--- src/rtl/card_shoe_if.sv ---
// Card shoe handshake bundle: shuffle control, dealt-card payload and shoe status.
// The seed_in signal exists only when SHOE_SEED_EN is defined.
interface card_shoe_if #(
    parameter int CNT_W  = 6,
    parameter int LFSR_W = 16
);
    logic             shuffle_start;
    logic             busy;
    logic             card_valid;
    logic             card_ready;
    logic [6:0]       card_code;
    logic [3:0]       card_value;
    logic [CNT_W-1:0] cards_left;
    logic             reshuffle_due;
`ifdef SHOE_SEED_EN
    logic [LFSR_W-1:0] seed_in;

    modport master (
        input  shuffle_start, card_ready, seed_in,
        output busy, card_valid, card_code, card_value, cards_left, reshuffle_due
    );
    modport slave (
        output shuffle_start, card_ready, seed_in,
        input  busy, card_valid, card_code, card_value, cards_left, reshuffle_due
    );
`else
    modport master (
        input  shuffle_start, card_ready,
        output busy, card_valid, card_code, card_value, cards_left, reshuffle_due
    );
    modport slave (
        output shuffle_start, card_ready,
        input  busy, card_valid, card_code, card_value, cards_left, reshuffle_due
    );
`endif
endinterface

--- src/rtl/card_shoe.sv ---
// Multi-deck card shoe: in-order fill, LFSR-driven Fisher-Yates shuffle, valid/ready dealing.
// Optional macro SHOE_SEED_EN adds seed_in, reloading the LFSR on every shuffle_start.
module card_shoe #(
    parameter int                NUM_DECKS = 1,
    parameter int                LFSR_W    = 16,
    parameter logic [LFSR_W-1:0] SEED      = 16'hACE1,
    parameter int                CUT_LEFT  = 15
) (
    input  logic        clk,
    input  logic        rst_n,
    card_shoe_if.master shoe
);
    localparam int TOTAL = 52 * NUM_DECKS;
    localparam int CNT_W = $clog2(TOTAL + 1);
    localparam int PW    = LFSR_W + CNT_W;
    // Taps x^16+x^14+x^13+x^11+1, aligned to the top of wider registers
    localparam logic [LFSR_W-1:0] LFSR_MASK = LFSR_W'(16'hB400) << (LFSR_W - 16);

    typedef enum logic [1:0] {S_EMPTY, S_INIT, S_SHUFFLE, S_READY} state_t;

    state_t            state_reg;
    logic [CNT_W-1:0]  idx_reg;
    logic [CNT_W-1:0]  head_reg;
    logic [CNT_W-1:0]  left_reg;
    logic [5:0]        dcnt_reg;
    logic [LFSR_W-1:0] lfsr_reg;
    logic [5:0]        entry_reg [TOTAL];

    logic [CNT_W-1:0]  i_plus1;
    logic [PW-1:0]     prod;
    logic [CNT_W-1:0]  j_idx;
    logic [5:0]        ent_i;
    logic [5:0]        ent_j;
    logic [LFSR_W-1:0] lfsr_next;
    logic              valid_w;
    logic              do_init;
    logic              do_swap;

    always_comb begin
        i_plus1   = idx_reg + CNT_W'(1);
        prod      = {{CNT_W{1'b0}}, lfsr_reg} * {{LFSR_W{1'b0}}, i_plus1};
        j_idx     = prod[PW-1:LFSR_W];
        ent_i     = entry_reg[idx_reg];
        ent_j     = entry_reg[j_idx];
        lfsr_next = {1'b0, lfsr_reg[LFSR_W-1:1]} ^ (lfsr_reg[0] ? LFSR_MASK : '0);
        valid_w   = (state_reg == S_READY) && (left_reg != '0);
        do_init   = (state_reg == S_INIT) && !shoe.shuffle_start;
        do_swap   = (state_reg == S_SHUFFLE) && !shoe.shuffle_start;
    end

    always_ff @(posedge clk or negedge rst_n) begin
        if (!rst_n) begin
            state_reg <= S_EMPTY;
            lfsr_reg  <= SEED;
            idx_reg   <= '0;
            head_reg  <= '0;
            left_reg  <= '0;
            dcnt_reg  <= '0;
        end else if (shoe.shuffle_start) begin
            // Restart wins over everything, including a same-cycle handshake
            state_reg <= S_INIT;
            idx_reg   <= '0;
            dcnt_reg  <= '0;
            head_reg  <= '0;
            left_reg  <= '0;
`ifdef SHOE_SEED_EN
            lfsr_reg  <= (shoe.seed_in == '0) ? SEED : shoe.seed_in;
`endif
        end else begin
            case (state_reg)
                S_INIT: begin
                    dcnt_reg <= (dcnt_reg == 6'd51) ? 6'd0 : dcnt_reg + 6'd1;
                    if (idx_reg == CNT_W'(TOTAL - 1)) begin
                        state_reg <= S_SHUFFLE;
                    end else begin
                        idx_reg <= idx_reg + CNT_W'(1);
                    end
                end
                S_SHUFFLE: begin
                    lfsr_reg <= lfsr_next;
                    if (idx_reg == CNT_W'(1)) begin
                        state_reg <= S_READY;
                        head_reg  <= '0;
                        left_reg  <= CNT_W'(TOTAL);
                    end else begin
                        idx_reg <= idx_reg - CNT_W'(1);
                    end
                end
                S_READY: begin
                    if (valid_w && shoe.card_ready) begin
                        head_reg <= head_reg + CNT_W'(1);
                        left_reg <= left_reg - CNT_W'(1);
                    end
                end
                default: ;
            endcase
        end
    end

    // Contents are don't-care after reset, so the storage carries no reset
    for (genvar gi = 0; gi < TOTAL; gi++) begin : g_entry
        always_ff @(posedge clk) begin
            if (do_init && idx_reg == CNT_W'(gi)) begin
                entry_reg[gi] <= dcnt_reg;
            end else if (do_swap) begin
                if (idx_reg == CNT_W'(gi)) begin
                    entry_reg[gi] <= ent_j;
                end else if (j_idx == CNT_W'(gi)) begin
                    entry_reg[gi] <= ent_i;
                end
            end
        end
    end

    logic [5:0] head_d;
    logic [1:0] suit;
    logic [5:0] suit_base;
    logic [3:0] rank;

    always_comb begin
        head_d    = valid_w ? entry_reg[head_reg] : 6'd0;
        suit      = 2'd0;
        suit_base = 6'd0;
        if (head_d >= 6'd39) begin
            suit = 2'd3; suit_base = 6'd39;
        end else if (head_d >= 6'd26) begin
            suit = 2'd2; suit_base = 6'd26;
        end else if (head_d >= 6'd13) begin
            suit = 2'd1; suit_base = 6'd13;
        end
        rank = 4'(head_d - suit_base + 6'd1);

        shoe.busy          = (state_reg == S_INIT) || (state_reg == S_SHUFFLE);
        shoe.card_valid    = valid_w;
        shoe.cards_left    = left_reg;
        shoe.reshuffle_due = valid_w && (left_reg < CNT_W'(CUT_LEFT));
        shoe.card_code     = '0;
        shoe.card_value    = '0;
        if (valid_w) begin
            shoe.card_code  = {1'b0, suit, rank};
            shoe.card_value = (rank > 4'd10) ? 4'd10 : rank;
        end
    end
endmodule

--- src/flat_wrapper.sv ---
// flat-port wrapper written by rule: the top's interface ports become plain ports
module card_shoe_flat 
#(
    parameter int                NUM_DECKS = 1,
    parameter int                LFSR_W    = 16,
    parameter logic [LFSR_W-1:0] SEED      = 16'hACE1,
    parameter int                CUT_LEFT  = 15
)
  (clk, rst_n, shoe_shuffle_start, shoe_card_ready, shoe_busy, shoe_card_valid, shoe_card_code, shoe_card_value, shoe_cards_left, shoe_reshuffle_due);
  card_shoe_if #(.CNT_W(($clog2((52 * (1)) + 1))), .LFSR_W(LFSR_W)) shoe_i ();
  input  logic clk;
  input  logic rst_n;
  input wire logic [$bits(shoe_i.shuffle_start)-1:0] shoe_shuffle_start;
  input wire logic [$bits(shoe_i.card_ready)-1:0] shoe_card_ready;
  output wire logic [$bits(shoe_i.busy)-1:0] shoe_busy;
  output wire logic [$bits(shoe_i.card_valid)-1:0] shoe_card_valid;
  output wire logic [$bits(shoe_i.card_code)-1:0] shoe_card_code;
  output wire logic [$bits(shoe_i.card_value)-1:0] shoe_card_value;
  output wire logic [$bits(shoe_i.cards_left)-1:0] shoe_cards_left;
  output wire logic [$bits(shoe_i.reshuffle_due)-1:0] shoe_reshuffle_due;
  assign shoe_i.shuffle_start = shoe_shuffle_start;
  assign shoe_i.card_ready = shoe_card_ready;
  assign shoe_busy = shoe_i.busy;
  assign shoe_card_valid = shoe_i.card_valid;
  assign shoe_card_code = shoe_i.card_code;
  assign shoe_card_value = shoe_i.card_value;
  assign shoe_cards_left = shoe_i.cards_left;
  assign shoe_reshuffle_due = shoe_i.reshuffle_due;
  card_shoe #(.NUM_DECKS(NUM_DECKS), .LFSR_W(LFSR_W), .SEED(SEED), .CUT_LEFT(CUT_LEFT)) u_core (.clk(clk), .rst_n(rst_n), .shoe(shoe_i));
endmodule
--- config.mk ---
export PLATFORM = sky130hd
export DESIGN_NAME = card_shoe_flat
export DESIGN_NICKNAME = d
export VERILOG_FILES = /design/src/rtl/card_shoe_if.sv /design/src/rtl/card_shoe.sv /design/src/flat_wrapper.sv
export SDC_FILE = /design/constraint.sdc
export NUM_CORES = 2
export LEC_CHECK = 0
export BUFFER_PORTS_ARGS = -buffer_cell sky130_fd_sc_hd__buf_2
export CORE_MARGIN = 5
export CORE_UTILIZATION = 40
export DETAILED_ROUTE_END_ITERATION = 10
export PLACE_DENSITY_LB_ADDON = 0.12
export SLEW_MARGIN = 20
export SYNTH_ARGS = -nofsm -noshare
export SYNTH_HDL_FRONTEND = slang
export SYNTH_SLANG_ARGS = --single-unit
--- constraint.sdc ---
create_clock -name clk -period 9.18 [get_ports clk]
set_input_delay 0.918 -clock clk [delete_from_list [all_inputs] [get_ports clk]]
set_output_delay 0.918 -clock clk [all_outputs]
set_load 0.01 [all_outputs]
==> out/summary.log <==
[outcome] result of the run completed
[pwr] maximum VDD drop 0.0002262 V
[timing] worst-margin pin slew 1.363 ns
[grt] antenna violations before repair 9
[yosys] Netlist Area Pre-Place 0.03231 mm²
[pwr] cell-internal power 3.743 mW
[yosys] Avg Inst Size Synth 10.29 µm²
[flow_run] Max Cap Viol 0
[placed_design] number of cells in the design after placement 4,045
[yosys] number of warnings reported in the yosys synthesis log 0
[pwr] switching fraction of total power 41.82%
[timing] final worst clock skew 0.01920 ns
[cells_and_area] register area 0.01045 mm²
[hold_path] type of the tightest min-delay check in -> async
[yosys] sequential fraction of the synthesis area 32.28%
[placed_design] total of buffers placed on input and output ports 22
[yosys] most common cell in the synthesized netlist sky130_fd_sc_hd__nand2_1
[route] vias per cell 6.802
[cells_and_area] post-route insts no fill 4,134
[die] Die Area 0.08655 mm²
[timing] RSZ-0062 raised after global routing no
[clock_network] clock tree from TritonCTS yes
[pwr] share of total power in sequential cells 29.9%
[die] Core Area 0.08029 mm²
[yosys] synthesis-stage register bit count 354
[pwr] total leakage power 12.06 nW
[yosys] Synth area leader sky130_fd_sc_hd__edfxtp_1
[route] DR iter-0 viols 4,132
[yosys] Post-synth top flop sky130_fd_sc_hd__edfxtp_1
[critical_path] worst-path fanout max 26
[grt] wire length of the first global-routing pass 202,900 µm
[timing] Final Max Slew Viols 0
[cells_and_area] cell area after layout 0.03514 mm²
[grt] Overall Global Routing Usage 32.07%
[yosys] nets in the synthesized netlist 3,244
[die] standard-cell rows 104
[route] final antenna-violating net count 0
[placed_design] half-perimeter wire length after placement 95,070 µm
[pwr] Net Sw Power 2.690 mW
[yosys] cell types occupying the most area after synthesis sky130_fd_sc_hd__edfxtp_1, sky130_fd_sc_hd__mux4_2, sky130_fd_sc_hd__mux2i_1
[timing] total of endpoints with negative setup slack in the final report 0
[route] total wire length after detailed routing 142,700 µm
[clock_network] source-to-sink clock delay at the later pin of the worst-skew pair 0.61 ns
[grt] vias in the first global route 27.19k
[clock_network] deepest level of the CTS H-tree 2
[clock_network] buffer levels on the longest clock path 3
[clock_network] Num CTS Buffers 46
[critical_path] worst r2r src u_core.idx_reg[1]
[clock_network] TritonCTS Sinks 354
[cells_and_area] flip-flop count of the largest register, all copies and words added 312
[timing] Post-Route Setup TNS 0 ns
[cells_and_area] area of combinational cells with multiple inputs 0.02044 mm²
[placed_design] area after detailed placement 0.03355 mm²
[timing] minimum period implied by the final worst setup slack 8.519 ns
[cells_and_area] fraction of layout instances using a drive strength above 1 16.42%
[pwr] Clk network pwr share 30.3%
[grt] pin count of the biggest net entering global routing 61
[die] Chip Width 294.2 µm
[timing] share of the clock period used by the worst path 92.80%
[critical_path] required time of the critical path 9.49 ns
[clock_network] Post-CTS Hold Buffers 0
[yosys] post-synthesis cell type count 83
[timing] worst hold margin 0.3070 ns
[yosys] commonest cells in the synthesized netlist sky130_fd_sc_hd__nand2_1, sky130_fd_sc_hd__mux2i_1, sky130_fd_sc_hd__edfxtp_1
[yosys] Cells after Synth 3,139
[clock_network] clock transition at the registers of the reported paths 0.06 ns
[timing] Max-slew headroom 8.927%
[pwr] power density of the placed cells 183.1 mW/mm²
[placed_design] placer's final routability congestion estimate 1.028
[cells_and_area] post-layout net count 3,138
[die] starting utilization of the core area 40.24%
[yosys] number of synthesized flops with an enable pin 312
[grt] total congestion overflow 0
[clock_network] Clock Root Buffer sky130_fd_sc_hd__clkbuf_16
[clock_network] cts repair resizes 0
[route] DRC Markers 0
[die] # IOs 24
[route] 1st-pass router iterations 9
[route] routed len/inst 34.51 µm
[critical_path] critical path launch point u_core.idx_reg[1]
[clock_network] post-CTS setup-driven buffer insertion count 0
[timing] upper clock frequency limit 117.4 MHz
[timing] Hold Fails Final Rpt 0
[critical_path] Worst Path Arrival 8.83 ns
[critical_path] worst-case register-to-register setup slack 0.66 ns
[critical_path] crit start category flop
[yosys] share of synthesized registers carrying an async set or reset 11.86%
[critical_path] endpoint kind of the worst setup timing path flop
[pwr] combinational fraction of design power 39.8%
[critical_path] Worst Setup Path Type reg -> reg
[route] total via count in the routed design 28.12k
[cells_and_area] area added between synthesis and finish 8.772%
[die] die span in y 294.2 µm
[cells_and_area] fill count 7,544
[yosys] share of the synthesized area in the top cell type 29.00%
==> layer usage <==
layer / GRT usage, % / up-vias / wire length (µm)
li1: - / 11540 / -
met1: 43.47 / 14110 / 56190
met2: 47.65 / 1964 / 61160
met3: 7.879 / 504 / 15820
met4: 16.94 / 10 / 9446
met5: 0.05543 / - / 50
==> cells by family (layout without fill, tap and decap cells) <==
| logic type | after synthesis | after routing | share of synthesized area, % |
|---|---|---|---|
| AOI/OAI and AO/OA | 634 | 634 | 15.99 |
| xor gates and xnor gates | 24 | 24 | 0.6739 |
| adders and majority gates | 101 | 101 | 5.236 |
| buffers and inverters | 372 | 303 | 4.856 |
| DFF | 354 | 354 | 32.28 |
| muxes | 549 | 549 | 23.91 |
| other | 1 | 5 | 0.01161 |
| and+or+nand+nor | 1104 | 1104 | 17.03 |
==> critical path: stages (launching register included) <==
cell and delay [ns]:
sky130_fd_sc_hd__dfrtp_4 0.70, sky130_fd_sc_hd__ha_2 0.31, sky130_fd_sc_hd__xor2_1 0.57, sky130_fd_sc_hd__buf_4 0.27, sky130_fd_sc_hd__and2_1 0.15, sky130_fd_sc_hd__fa_1 0.40, sky130_fd_sc_hd__inv_1 0.09, sky130_fd_sc_hd__fa_1 0.41
sky130_fd_sc_hd__fa_1 0.49, sky130_fd_sc_hd__inv_1 0.05, sky130_fd_sc_hd__ha_1 0.27, sky130_fd_sc_hd__o211ai_1 0.09, sky130_fd_sc_hd__a21boi_0 0.49, sky130_fd_sc_hd__nand3_1 0.34, sky130_fd_sc_hd__a21o_2 0.31, sky130_fd_sc_hd__a21oi_1 0.36
sky130_fd_sc_hd__mux2i_4 0.22, sky130_fd_sc_hd__buf_4 0.28, sky130_fd_sc_hd__nand3_1 0.16, sky130_fd_sc_hd__a31oi_1 0.37, sky130_fd_sc_hd__nor4_4 1.15, sky130_fd_sc_hd__buf_4 0.55, sky130_fd_sc_hd__a21oi_1 0.16
==> through the flow <==
| stage | util [%] | worst slack (ns) | total power, mW |
|---|---|---|---|
| after floorplan | - | 1.359 | 3.405 |
| after global placement | 41.77 | 1.088 | 4.394 |
| after detailed placement | 41.79 | 0.9947 | 4.411 |
| after CTS | 43.76 | 0.9766 | 6.330 |
| after global routing | 43.76 | 0.4412 | 6.537 |
| final | 43.77 | 0.6612 | 6.433 |
==> area by class of cell <==
cell class              instances  area share [%]
multi-input cells            2413           58.15
flip-flops and latches        354           29.75
diodes                          4         0.02848
well taps                    1060           3.774
repair buffers                123           2.798
clock buffers                  52           3.521
clock inverters                33          0.9613
inverters                      95           1.015
==> power groups by stage <==
stage                     Combinational [mW]  Clock [mW]  Sequential, mW
after detailed placement                2.46           0            1.95
after global placement                  2.44           0            1.95
final                                   2.56        1.95            1.92
after floorplan                         1.51           0            1.89
after global routing                    2.60        2.01            1.93
after CTS                               2.47        1.94            1.92
==> worst paths after layout <==
check                      cells after the start                      end
min                                            1       u_core.lfsr_reg[9]
min in group clk                               2       u_core.lfsr_reg[5]
max in group asynchronous                      1       u_core.head_reg[0]
max                                           22  u_core.entry_reg[43][4]
max reg2reg                                   22  u_core.entry_reg[43][4]
min reg2reg                                    2       u_core.lfsr_reg[5]
==> cell usage in the layout (no fill, tap or decap), types with 8 or more instances in the layout <==
master,n
sky130_fd_sc_hd__o22a_1,15
sky130_fd_sc_hd__a32oi_1,18
sky130_fd_sc_hd__o21ai_0,35
sky130_fd_sc_hd__or2_2,24
sky130_fd_sc_hd__fa_1,57
sky130_fd_sc_hd__buf_12,9
sky130_fd_sc_hd__nand2b_1,256
sky130_fd_sc_hd__inv_1,94
sky130_fd_sc_hd__ha_1,40
sky130_fd_sc_hd__a21o_1,23
sky130_fd_sc_hd__nor3_1,10
sky130_fd_sc_hd__buf_4,93
sky130_fd_sc_hd__a22oi_1,8
sky130_fd_sc_hd__a21oi_1,203
sky130_fd_sc_hd__nor2_1,103
sky130_fd_sc_hd__nor2b_1,63
sky130_fd_sc_hd__a221oi_1,11
sky130_fd_sc_hd__mux4_2,175
sky130_fd_sc_hd__xor2_1,8
sky130_fd_sc_hd__o21bai_1,37
sky130_fd_sc_hd__a2111oi_4,46
sky130_fd_sc_hd__nand2_1,444
sky130_fd_sc_hd__edfxtp_1,312
sky130_fd_sc_hd__a311o_1,13
sky130_fd_sc_hd__a31oi_1,97
sky130_fd_sc_hd__o221ai_1,57
sky130_fd_sc_hd__buf_2,21
sky130_fd_sc_hd__xnor2_1,14
sky130_fd_sc_hd__clkbuf_16,49
sky130_fd_sc_hd__and2_1,36
sky130_fd_sc_hd__mux2i_1,368
sky130_fd_sc_hd__dfstp_2,8
sky130_fd_sc_hd__dfrtp_1,23
sky130_fd_sc_hd__and3_1,34
sky130_fd_sc_hd__nand3_1,95
sky130_fd_sc_hd__clkinv_1,10
sky130_fd_sc_hd__o31ai_1,9
(Power assumes the default switching activity.)
